**config.mk**
```make
export PLATFORM = sky130hd
export DESIGN_NAME = apb_slave_mem
export DESIGN_NICKNAME = d
export VERILOG_FILES = /design/src/rtl/apb_slave_mem.sv
export SDC_FILE = /design/constraint.sdc
export NUM_CORES = 2
export LEC_CHECK = 0
export ABC_AREA = 0
export CAP_MARGIN = 20
export CORE_ASPECT_RATIO = 1.25
export CORE_MARGIN = 3
export CORE_UTILIZATION = 50
export CTS_BUF_LIST = sky130_fd_sc_hd__clkbuf_8
export CTS_CLUSTER_SIZE = 25
export DETAILED_ROUTE_END_ITERATION = 12
export GPL_TIMING_DRIVEN = 0
export PLACE_DENSITY = 0.74
export RECOVER_POWER = 100
export SKIP_LAST_GASP = 1
export SLEW_MARGIN = 0
export SYNTH_ARGS = -nofsm -noshare
export SYNTH_HDL_FRONTEND = slang
export SYNTH_SLANG_ARGS = --single-unit
```
**constraint.sdc**
```tcl
create_clock -name clk -period 1.94 [get_ports clk]
set_input_delay 0.194 -clock clk [delete_from_list [all_inputs] [get_ports clk]]
set_output_delay 0.194 -clock clk [all_outputs]
set_load 0.03 [all_outputs]
```
**src/rtl/apb_slave_mem.sv**
```systemverilog
// apb_slave_mem: APB slave over a byte-strobed word memory with WAIT_CYCLES wait states.
// Define SLV_ERR_EN to raise slverr on out-of-range transfers; otherwise slverr is tied low.
module apb_slave_mem #(
  parameter int DATA_WIDTH  = 32,
  parameter int ADDR_WIDTH  = 32,
  parameter int MEM_DEPTH   = 64,
  parameter int WAIT_CYCLES = 1
) (
  input  logic                    clk,
  input  logic                    rst_n,
  input  logic                    sel,
  input  logic                    enable,
  input  logic                    write,
  input  logic [ADDR_WIDTH-1:0]   addr,
  input  logic [DATA_WIDTH-1:0]   wdata,
  input  logic [DATA_WIDTH/8-1:0] strb,
  output logic [DATA_WIDTH-1:0]   rdata,
  output logic                    ready,
  output logic                    slverr
);
  localparam int NB = DATA_WIDTH / 8;
  localparam int IW = (MEM_DEPTH > 1) ? $clog2(MEM_DEPTH) : 1;
  localparam logic [ADDR_WIDTH:0] LIMIT = (ADDR_WIDTH + 1)'(MEM_DEPTH * 4);
  localparam logic [2:0] CNT_INIT = (WAIT_CYCLES == 0) ? 3'd0 : 3'(WAIT_CYCLES - 1);
  typedef enum logic [1:0] {IDLE = 2'd0, WAIT = 2'd1, RESP = 2'd2} state_e;
  state_e                state_q, state_d;
  logic [2:0]            cnt_q, cnt_d;
  logic [IW-1:0]         idx_q;
  logic                  wr_q, oor_q;
  logic [DATA_WIDTH-1:0] mem_q [MEM_DEPTH];
  always_ff @(posedge clk or negedge rst_n) begin
    if (!rst_n) begin
      state_q <= IDLE;
      cnt_q   <= '0;
      idx_q   <= '0;
      wr_q    <= 1'b0;
      oor_q   <= 1'b0;
    end else begin
      state_q <= state_d;
      cnt_q   <= cnt_d;
      if (state_q == IDLE && sel && !enable) begin
        idx_q <= addr[IW+1:2];
        wr_q  <= write;
        oor_q <= {1'b0, addr} >= LIMIT;
      end
    end
  end
  // RESP and any unused encoding fall through to IDLE
  always_comb begin
    state_d = IDLE;
    cnt_d   = cnt_q;
    case (state_q)
      IDLE: if (sel && !enable) begin
        state_d = (WAIT_CYCLES == 0) ? RESP : WAIT;
        cnt_d   = CNT_INIT;
      end
      WAIT: begin
        state_d = !sel ? IDLE : (cnt_q == 3'd0) ? RESP : WAIT;
        cnt_d   = (sel && cnt_q != 3'd0) ? cnt_q - 3'd1 : cnt_q;
      end
      default: state_d = IDLE;
    endcase
  end
  always_comb begin
    ready = (state_q == RESP) && sel && enable;
    rdata = (ready && !wr_q && !oor_q) ? mem_q[idx_q] : '0;
`ifdef SLV_ERR_EN
    slverr = ready && oor_q;
`else
    slverr = 1'b0;
`endif
  end
  always_ff @(posedge clk or negedge rst_n) begin
    if (!rst_n) begin
      for (int i = 0; i < MEM_DEPTH; i++) mem_q[i] <= '0;
    end else if (ready && wr_q && !oor_q) begin
      for (int i = 0; i < NB; i++)
        if (strb[i]) mem_q[idx_q][i*8 +: 8] <= wdata[i*8 +: 8];
    end
  end
endmodule

```
==> metrics <==
Antenna Nets Post-Route 0; Pre-antenna DRT Iters 8; sequential cell area fraction in the yosys report 54.0%; CTS Root Cell clkbuf_8; Core ar. 0.189 mm^2; pwr dens 955 mW/mm^2; yosys warns 0; CP Capture Point rdata[0]; via count 64.2k; RSZ-0062 raised after global routing true; die width 397 um; worst reg2reg path endpoint mem_q[635]; syn nets 6696; Num CTS Buffers 332; Area Overhead vs Synth 18.4%; failing checks negative setup slack; r2r setup slk -1.37 ns; CTS tree built; Cell Chain, Critical Path buf_8 -> buf_12 -> buf_12 -> buf_16 -> buf_12 -> and2_1 -> a32o_1 -> o31a_1 -> a221oi_4 -> a31oi_4 -> buf_6; slowest cell on the critical path o31a_1; clk sinks 2061; largest net degree at the start of global routing 189; Post-synth EDFFs 0; most used cell, CP buf_12; Slew @ Worst Pin 1.26 ns; Synth top area share 54.0%; asr flop ratio synth 100%; synthesized instance count 6621; Clock Latency Late Sink 1.10 ns; IO Count 107; Setup crit end kind output port; final instance area 0.113 mm^2; Final GP Congestion 1.02; Tmin final 4.09 ns; clock slew at reported path FFs 0.07 ns; final wirelength 330000 um; Startpoint Class flip-flop; commonest cells in the netlist 2160 x mux2_2, 2061 x dfrtp_1, 327 x clkbuf_1; setup violators final 4057; WP buf/inv 6; mapped cell area 0.0956 mm^2; initial antenna violation count 25; drc violations 0; Leak Pwr 52.4 nW; Remaining Overflow, GRT 0; Max FO, Critical Path 9; post-route insts no fill 9966; post-synthesis average cell area 14.4 um^2; Final Slew Violations 0; Unique masters post-synth 57; Initial Util 50.5%; Die ar. 0.196 mm^2; PnR worst setup slack -2.15 ns; Req. time, crit path 1.75 ns; placed cell count 9237; NumNets Final 7305; Yosys top cell by area dfrtp_1; Synth area leaders dfrtp_1 54%, mux2_2 25%, mux4_2 6.0%, mux2i_1 2.7%, nor2_2 1.4%; status complete, but fails checks; FF-to-FF path depth 7; period utilisation layout 211%; Worst VDD drop 0.000775 V; first-pass GRT wire length 466000 um; CP arrival 3.90 ns; Iter 0 DRT Violations 6037; Via density 6.44; share of layout cells above drive strength 1 52.5%; CP top delay family compound AO/OA/AOI/OAI gates; Placed Area 0.101 mm^2; ys flop type dfrtp_1; Worst Setup Path Type reg -> out; Crit path depth 11; Critical Path Max Stage Delay 0.45 ns; Final Total Pwr 0.108 W; Hold Crit Class in -> reg; WL/cell 33.1 um; GRT Util Overall 32.9%; Port Buffers 71; Worst R2R Start idx_q[1]; worst slack at placement -2.83 ns; Final Skew 0.0646 ns; Max Freq 0.244 GHz; Max-slew headroom 15.9%; final hold violation count 0; Clock Path Buffers 4; vias in the first global route 66.9k; FF+latch count, synth 2061; Die Y 495 um; Core Rows 178; most frequent cell after synthesis mux2_2; max cap viols 0; Setup crit start idx_q[1]; hpwl dp 234000 um; H-tree depth 5
## layer usage
| layer | track usage (%) | wire, um | part of all wire (%) |
|---|---|---|---|
| met4 | 22.7 | 27000 | 8.2 |
| met2 | 51.3 | 152000 | 46 |
| met1 | 39.2 | 120000 | 36 |
| met3 | 9.83 | 30700 | 9.3 |
| met5 | 0.0245 | 276 | 0.084 |
## cells in the final DEF, fill, tap and decap left out, types with 29 or more instances in the layout
cell             synthesis  routed
a211o_1                 30      30
a211oi_1                60      56
a21o_1                  30      30
a21oi_1                121     120
a22oi_1                124     108
a32oi_1                 92      84
buf_1                   58      33
buf_12                   0      64
buf_16                   0      38
buf_2                  144      29
buf_4                   13     112
buf_6                    0      61
buf_8                    0      43
clkbuf_1               327     215
clkbuf_2                 0      55
clkbuf_4                 0      32
clkbuf_8                 0     426
clkdlybuf4s50_1          0      38
dfrtp_1               2061    2059
dlygate4sd3_1            0      43
inv_1                    4     102
mux2_2                2160    2158
mux2i_1                254     188
mux2i_2                  0      29
mux2i_4                  0      37
mux4_2                 256     256
nand2_1                 81      66
nand3_1                 67      66
nor2_2                 210     168
nor2_4                  31     106
o211ai_1                60      60
o21ai_0                 93      53
o21ai_1                  0      33
o221ai_1                30      30
o22ai_2                  0      34
## final cells by class
| class | instances | area (um^2) |
|---|---|---|
| diodes | 16 | 40.0 |
| plain buffers | 538 | 4160 |
| clock buffers | 406 | 5590 |
| clock inverters | 128 | 608 |
| fillers | 14165 | 76000 |
| inverters | 6 | 25.0 |
| multi-input cells | 4012 | 44100 |
| flip-flops and latches | 2061 | 51600 |
| well taps | 2520 | 3150 |
| repair buffers | 279 | 3830 |
## stage by stage
step / setup TNS (ns) / util, % / hold WS, ns
3_5_place_dp: -5000.01 / 53.6 / 0.0395
2_1_floorplan: -140.30 / - / -0.102
4_1_cts: -2964.14 / 58.9 / 0.00121
6_report: -4126.17 / 59.8 / 0.0306
3_3_place_gp: - / 53.3 / 0.422
5_1_grt: -4545.82 / 59.8 / 0.00592
## flip-flops by register name, indices dropped and copies added, names as in the netlist
signal   cells
mem_q     2048
wr_q         1
cnt_q        3
oor_q        1
state_q      2
idx_q        6
## cells by family (layout without fill, tap and decap cells)
logic type                 count (synthesis)  after routing  synth area share [%]
muxes                                   2691           2691                  34.4
DFF                                     2061           2061                  54.0
AOI/OAI and AO/OA                        764            764                  5.61
and+or+nand+nor                          553            553                  3.59
buffers and inverters                    548           1357                  2.39
adders and majority gates                  2              2                0.0262
other                                      1             17               0.00392
xor gates and xnor gates                   1              1               0.00917
## worst min path at each step
stage,from,to,slack [ns],cells after the start
after floorplan,rst_n,cnt_q[0],-0.10,0
after global placement,cnt_q[2],state_q[1],0.42,1
after detailed placement,rst_n,mem_q[675],0.04,1
after CTS,wdata[2],mem_q[98],0.001,2
after global routing,wdata[2],mem_q[98],0.006,2
final,wdata[2],mem_q[98],0.03,2
## timing repair
| item | 4_1_cts | 5_1_grt |
|---|---|---|
| hold endpoints to repair | 645 | 207 |
| buffers inserted | 42 | 52 |
| hold buffers | 50 | 2 |
| setup endpoints to repair | 3125 | 3815 |
| gates resized for setup | 780 | 158 |
| pin swaps | 94 | 72 |
| gates cloned | 12 | 25 |
## where the power goes
group          internal, W  total (W)  switching [W]
sequential          0.0431     0.0432      0.0000892
combinational      0.00926     0.0284         0.0192
clock               0.0191     0.0364         0.0174
total               0.0714      0.108         0.0366
No activity file was read; power rests on OpenSTA's default activity.
